--- src/rtl/fphub_result_stage.sv ---
// fphub_result_stage: 2-entry in-order result FIFO that sits after the HUB
// multiplier. Each entry holds {result, tag, status}.
//
// Handshake: a transfer happens on a rising edge when valid && ready are both
// high. in_ready_o depends only on registered occupancy (no path from
// out_ready_i), and out_valid_o is high whenever an entry is held. flush_i
// suppresses both push and pop in the cycle it is high and empties the queue.
//
// Optional macro FPHUB_RESULT_STATUS_EN: when defined, overflow/underflow flags
// are computed at push time and stored with each entry; when undefined,
// status_o is constant 0 and no status storage is built.
module fphub_result_stage #(
  parameter int WIDTH = 16,
  parameter int TAG_W = 1
) (
  input  logic             clk_i,
  input  logic             rst_ni,
  input  logic [WIDTH-1:0] result_i,
  input  logic [TAG_W-1:0] tag_i,
  input  logic             in_valid_i,
  output logic             in_ready_o,
  input  logic             flush_i,
  output logic [WIDTH-1:0] result_o,
  output logic [4:0]       status_o,
  output logic [TAG_W-1:0] tag_o,
  output logic             out_valid_o,
  input  logic             out_ready_i,
  output logic [1:0]       occupancy_o
);

  logic             wr_ptr_q, wr_ptr_d;
  logic             rd_ptr_q, rd_ptr_d;
  logic [1:0]       occ_q, occ_d;
  logic [WIDTH-1:0] res_mem_q [2];
  logic [WIDTH-1:0] res_mem_d [2];
  logic [TAG_W-1:0] tag_mem_q [2];
  logic [TAG_W-1:0] tag_mem_d [2];
  logic             push;
  logic             pop;
  logic             not_empty;

  assign not_empty   = (occ_q != 2'd0);
  assign in_ready_o  = (occ_q != 2'd2);
  assign out_valid_o = not_empty;
  assign occupancy_o = occ_q;

  assign push = in_valid_i && in_ready_o && !flush_i;
  assign pop  = out_valid_o && out_ready_i && !flush_i;

  // Next-state for pointers, occupancy and payload storage.
  always_comb begin
    wr_ptr_d  = wr_ptr_q;
    rd_ptr_d  = rd_ptr_q;
    occ_d     = occ_q;
    res_mem_d = res_mem_q;
    tag_mem_d = tag_mem_q;
    if (flush_i) begin
      wr_ptr_d = 1'b0;
      rd_ptr_d = 1'b0;
      occ_d    = 2'd0;
    end else begin
      if (push) begin
        res_mem_d[wr_ptr_q] = result_i;
        tag_mem_d[wr_ptr_q] = tag_i;
        wr_ptr_d            = ~wr_ptr_q;
      end
      if (pop) begin
        rd_ptr_d = ~rd_ptr_q;
      end
      occ_d = occ_q + {1'b0, push} - {1'b0, pop};
    end
  end

  // State registers; reset empties the queue and clears the payload.
  always_ff @(posedge clk_i or negedge rst_ni) begin
    if (!rst_ni) begin
      wr_ptr_q <= 1'b0;
      rd_ptr_q <= 1'b0;
      occ_q    <= 2'd0;
      for (int i = 0; i < 2; i++) begin
        res_mem_q[i] <= '0;
        tag_mem_q[i] <= '0;
      end
    end else begin
      wr_ptr_q  <= wr_ptr_d;
      rd_ptr_q  <= rd_ptr_d;
      occ_q     <= occ_d;
      res_mem_q <= res_mem_d;
      tag_mem_q <= tag_mem_d;
    end
  end

  // Head entry is presented only when valid; otherwise outputs read as zero.
  always_comb begin
    result_o = '0;
    tag_o    = '0;
    if (not_empty) begin
      result_o = res_mem_q[rd_ptr_q];
      tag_o    = tag_mem_q[rd_ptr_q];
    end
  end

`ifdef FPHUB_RESULT_STATUS_EN
  logic [4:0] st_mem_q [2];
  logic [4:0] st_mem_d [2];
  logic [4:0] st_new;
  logic       of_flag;
  logic       uf_flag;

  // OF: magnitude field saturated to all ones; UF: magnitude field all zeros.
  // NV, DZ and NX are never raised by this stage.
  always_comb begin
    of_flag = &result_i[WIDTH-2:0];
    uf_flag = ~|result_i[WIDTH-2:0];
    st_new  = {1'b0, 1'b0, of_flag, uf_flag, 1'b0};
  end

  // Status storage follows the same write pointer as the payload.
  always_comb begin
    st_mem_d = st_mem_q;
    if (push) begin
      st_mem_d[wr_ptr_q] = st_new;
    end
  end

  // Status registers.
  always_ff @(posedge clk_i or negedge rst_ni) begin
    if (!rst_ni) begin
      for (int i = 0; i < 2; i++) begin
        st_mem_q[i] <= '0;
      end
    end else begin
      st_mem_q <= st_mem_d;
    end
  end

  // Head status, zero when empty.
  always_comb begin
    status_o = '0;
    if (not_empty) begin
      status_o = st_mem_q[rd_ptr_q];
    end
  end
`else
  assign status_o = 5'b0;
`endif

endmodule

--- config.mk ---
export PLATFORM = sky130hd
export DESIGN_NAME = fphub_result_stage
export DESIGN_NICKNAME = d
export VERILOG_FILES = /design/src/rtl/fphub_result_stage.sv
export SDC_FILE = /design/constraint.sdc
export NUM_CORES = 1
export LEC_CHECK = 0
export ABC_AREA = 1
export BUFFER_PORTS_ARGS = -buffer_cell sky130_fd_sc_hd__buf_4
export CORE_MARGIN = 3
export CORE_UTILIZATION = 42
export CTS_CLUSTER_SIZE = 16
export DETAILED_ROUTE_END_ITERATION = 7
export MAX_ROUTING_LAYER = met4
export PLACE_DENSITY = 0.65
export RECOVER_POWER = 50
export SKIP_LAST_GASP = 1
export SLEW_MARGIN = 40
export SYNTH_ARGS = -nofsm -noshare
export SYNTH_HDL_FRONTEND = slang
export SYNTH_SLANG_ARGS = --single-unit
--- constraint.sdc ---
create_clock -name clk_i -period 2.2 [get_ports clk_i]
set_input_delay 0.33 -clock clk_i [delete_from_list [all_inputs] [get_ports clk_i]]
set_output_delay 0.33 -clock clk_i [all_outputs]
set_load 0.01 [all_outputs]
### Word level (Yosys, flattened, before mapping)

Index checks and enable logic that the tools add are counted.

| storage, ports and cells | value |
|---|---|
| output and inout bits | 26 |
| logic and storage cells | 47 |
| bits of input ports | 22 |
| register bits | 38 |

| operators by class | value |
|---|---|
| mux-type cells | 19 |
| magnitude comparators | 3 |
| bitwise gates (word level) | 5 |
| reductions and logical operators | 10 |
| eq/ne operators | 1 |
| add/subtract/negate cells | 2 |

Operators with widths:

| kind | count |
|---|---|
| $mux W16 | 5 |
| $bwmux W32 | 1 |
| $demux W16 S1 | 1 |
| $mux W1 | 9 |
| $reduce_bool A2 Y1 | 3 |
| $logic_and A1 B1 Y1 | 5 |
| $ge A2 B2 Y1 const B | 2 |
| $not A1 Y2 | 2 |
| $not A1 Y1 | 3 |
| $add A2 B1 Y2 | 1 |
| $bwmux W2 | 1 |
| $lt A2 B1 Y1 const B | 1 |
| $mux W2 | 1 |
| $ne A2 B2 Y1 const B | 1 |
| $reduce_and A2 Y1 | 1 |
| $sub A2 B1 Y2 | 1 |
| $demux W1 S1 | 1 |
| $logic_not A1 Y1 | 1 |

### Longest topological paths before layout

| logic depth | value |
|---|---|
| depth after elaboration | 6 |
| mapped depth | 12 |

### Worst setup path before layout

OpenSTA, ideal clock, no wires.

| timing path | value |
|---|---|
| kind | reg2reg |
| from | register occ_q[0], in the netlist occupancy_o[0] |
| to | register occ_q[1], in the netlist occupancy_o[1] |
| cell stages (with the launch flop) | 11 |
| clock period less this slack | 1.768 ns |
| setup slack | 0.432 ns |
| arrival | 1.649 ns |
| required time | 2.081 ns |
| setup time | 0.119 ns |
| cell sequence | dfrtp_1 -> inv_1 -> nand2_2 -> nand2_4 -> inv_4 -> buf_4 -> nand2_1 -> ha_1 -> or2_2 -> a21oi_1 -> nor2_1 |

| between the ends | value |
|---|---|
| cells in the longest elaborated chain, start to end | 6 |
| elaborated cells on any way between the ends | 9 |
| those cells by class | add/sub: 2; eq/ne: 1; mux: 1; reduce/logical: 5 |

RTL lines:

| what | RTL line | RTL |
|---|---|---|
| from (decl) | 33 | `logic [1:0] occ_q, occ_d;` |
| from (signal assigned) | 79 | `occ_q <= 2'd0;` |
| from (signal assigned) | 87 | `occ_q <= occ_d;` |
| $ne A2 B2 Y1 | 43 | `assign in_ready_o = (occ_q != 2'd2);` |
| via in_ready_o | 21 | `output logic in_ready_o,` |
| $logic_and A1 B1 Y1 (2 in series) | 47 | `assign push = in_valid_i && in_ready_o && !flush_i;` |
| $add A2 B1 Y2 | 70 | `occ_d = occ_q + {1'b0, push} - {1'b0, pop};` |
| $sub A2 B1 Y2 | 70 |  |
| $mux W2 | 57 | `if (flush_i) begin` |
| via occ_d[1] | 33 |  |

The timed path passes the listed nets, and every way through them passes these cells.
A chain may end at the register's enable or synchronous reset.

### Worst setup path after layout

| timing path | value |
|---|---|
| from | register occ_q[0], in the netlist occupancy_o[0] |
| to | register res_mem_q[20] (netlist name) |

| between the ends | value |
|---|---|
| cells in the longest elaborated chain, start to end | 4 |

RTL lines:

| what | RTL line | RTL |
|---|---|---|
| $ne A2 B2 Y1 | 43 |  |
| $logic_and A1 B1 Y1 (2 in series) | 47 |  |
| $reduce_and A2 Y1 (no source line) | n/a |  |
| to (signal assigned) | 88 | `res_mem_q <= res_mem_d;` |
| to (decl) | 34 | `logic [WIDTH-1:0] res_mem_q [2];` |

No other way between the ends.

==> metrics.md <==
| Metric | Value |
|---|---|
| Status | `finished, final reports clean` |
| Final period util | `0.790` |
| Commonest non-fill, non-tap cells in the layout | `nand2_1, buf_4, dfrtp_1` |
| Worst EP arrival | `1.91 ns` |
| Seq/Total Area, Yosys | `0.495` |
| Clk_skew | `~0.0034 ns` |
| Fin crit period | `1.74 ns` |
| Complex-gate fraction of the synthesized area | `0.0495` |
| Mux contribution to synthesized area | `0` |
| DIE AREA | `5420 µm²` |
| Gr usage total | `0.192` |
| Post-synthesis xor/xnor area fraction | `0` |
| Final Setup Violations | `0` |
| RSZ-0062 raised after global routing | `false` |
| Number of top-level pins | `48` |
| Syn. warnings | `0` |
| Hold_buf cts | `0` |
| Nets | `between 300 and 400` |
| Vias | `1675` |
| Share of layout cells above drive strength 1 | `0.216` |
| Power per cell area | `951 nW/µm²` |
| Diodes inserted | `0` |
| Final wirelength | `4510 µm` |
| Multi-input logic area | `between 800 and 900 µm²` |
| Largest net degree at the start of global routing | `39` |
| Post-DP HPWL | `2980 µm` |
| Finished Cell Area | `2290 µm²` |
| Setup TNS | `0 ns` |
| Slew HR | `0.365` |
| Die Y | `73.6 µm` |
| Total Power | `2.18 mW` |
| Final count of pins violating max slew | `0` |
| P&R area growth vs syn | `19.4%` |
| DRT antenna net count | `0` |
| Area leader, netlist | `dfrtp_1` |
| Max-cap violations | `0` |
| Area contributors post-synth | `dfrtp_1, nand2_1, nand3_1` |
| Initial antenna violation count | `0` |
| Worst-Skew Late Latency | `~0.29 ns` |
| Simple-gate portion of the synthesized area | `0.362` |
| Final hold vios | `0` |
| Die width | `73.6 µm` |
| Critical Path RT | `2.37 ns` |
| Hold_ws | `0.180 ns` |
| Wire length on met3 | `about 300 µm` |
| Input/output buffers | `42` |
| Drt pass-1 iters | `4` |
| CP Class | `flip-flop to flip-flop` |
| Root buffer cell | `clkbuf_8` |
| Worst-path clk slew | `around 0.070 ns` |
| Static leakage | `1.25 nW` |
| Placer's final routability congestion estimate | `~0.73` |
| DR top layer | `met4` |
| Initial core utilization | `0.457` |
| Wire length per cell | `13.6 µm` |
| Global-route wire length before repair | `7760 µm` |
| Total grt overflow | `0` |
| Reg area | `~950 µm²` |
| Adder-cell share of the synthesized area | `0.0130` |
| M1 wire length | `2050 µm` |
| #FFs+latches synth | `38` |
| Hold/Removal Path Class | `input port to asynchronous set/reset pin` |
| Worst-margin pin slew | `0.953 ns` |
| DRC violations left | `0` |
| Clk sinks | `38` |
| Core box area | `between 4000 and 5000 µm²` |
| Post-Syn Area | `1920 µm²` |
| Commonest non-fill, non-tap cell in the layout | `nand2_1` |
| Vias per cell | `5.03` |
| CTS max path bufs | `2` |
| Critical Path Fanout Max | `18` |
| CTS tree | `built` |
| DP Area | `2230 µm²` |
| Number of global-route vias before repair | `1654` |
| Layout filler cell count | `about 440` |
| CTS resizes | `0` |
| Cell Rows | `23` |
| Unique masters post-synth | `25` |
| Met2 routed WL | `2090 µm` |
| 1st-iter DRT viols | `166` |
| Syn Inst Count | `239` |
| Htree depth | `2` |
| Worst reg2reg setup slack | `about 0.46 ns` |
| Crit path launch type | `flip-flop` |
| Syn Area/Cell | `8.04 µm²` |
| Postcts setup bufs | `0` |
| CTS Buf Count | `5` |
| Crit path capture type | `flip-flop` |
| Peak supply drop | `0.000366 V` |
| Largest family of logic cells by synthesized area | `simple AND/OR/NAND/NOR gates` |
| Synth top area share | `0.495` |
| Highest clock rate | `576 MHz` |
## sequential cells by signal, summed over array words and instances (netlist names)
name,count
occupancy_o,2
rd_ptr_q,1
res_mem_q,32
tag_mem_q,2
wr_ptr_q,1
## synth_stat cells
cell type,instances
clkinv_1,1
nand3_2,1
nand4_1,1
a21oi_1,18
clkbuf_4,1
nor2_2,2
nand2_2,1
buf_4,8
clkbuf_8,1
ha_1,2
conb_1,1
o21ai_0,1
nor2_4,1
nand2_1,107
nor2_1,3
or2_2,1
nand3_1,35
dfrtp_1,38
inv_4,1
inv_2,1
buf_2,3
nand2_4,3
nand4_4,1
buf_6,2
inv_1,5
## kinds of logic (layout without fill, tap and decap cells)
| family | after synthesis | in the layout |
|---|---|---|
| AOI/OAI and AO/OA | 19 | 19 |
| and+or+nand+nor | 156 | 156 |
| buffers and inverters | 23 | 63 |
| adders and majority gates | 2 | 2 |
| other | 1 | 5 |
| DFF | 38 | 38 |
## cell type report
class	count	area share
Sequential cell	38	0.414
Clock buffer	7	0.0376
Tap cell	50	0.0273
Multi-Input combinational cell	182	0.355
Timing Repair Buffer	47	0.149
Clock inverter	1	0.00218
Inverter	8	0.0142
## critical path, cell delays in order (launching register included)
cell	delay [ns]
dfrtp_1	0.40
inv_1	0.06
nand2_1	0.14
nand4_1	0.70
nand2_1	0.24
nand2_1	0.08
## final timing paths
kind / end / start / cells past startpoint
worst min-delay path: occupancy_o[0] / rst_ni / 1
min in group clk_i: occupancy_o[0] / flush_i / 2
worst max-delay path: res_mem_q[20] / occupancy_o[0] / 5
max in group asynchronous: tag_mem_q[1] / rst_ni / 1
worst max register to register: res_mem_q[20] / occupancy_o[0] / 5
worst min register to register: res_mem_q[10] / res_mem_q[10] / 2
## report_power, final
group	total [mW]	leakage [nW]	internal [mW]	switching, mW
logic	0.676	0.734	0.282	0.394
registers	1.02	0.467	0.905	0.112
clock network	0.491	0.0482	0.253	0.238
## per-stage QoR
step                      setup slack (ns)  std cells   util
after CTS                            0.430        333  0.553
after floorplan                      0.432        243      -
after global placement               0.526        325  0.532
after detailed placement             0.470        325  0.532
final                                0.463        333  0.546
after global routing                 0.257        333  0.546
## layer usage
metal  track usage  vias to the layer above
met2         0.290                       49
met4        0.0604                        0
met5             -                        -
met3        0.0410                        5
met1         0.259                      782
li1              -                      839
Note: power is estimated with default switching activity, not from simulation.
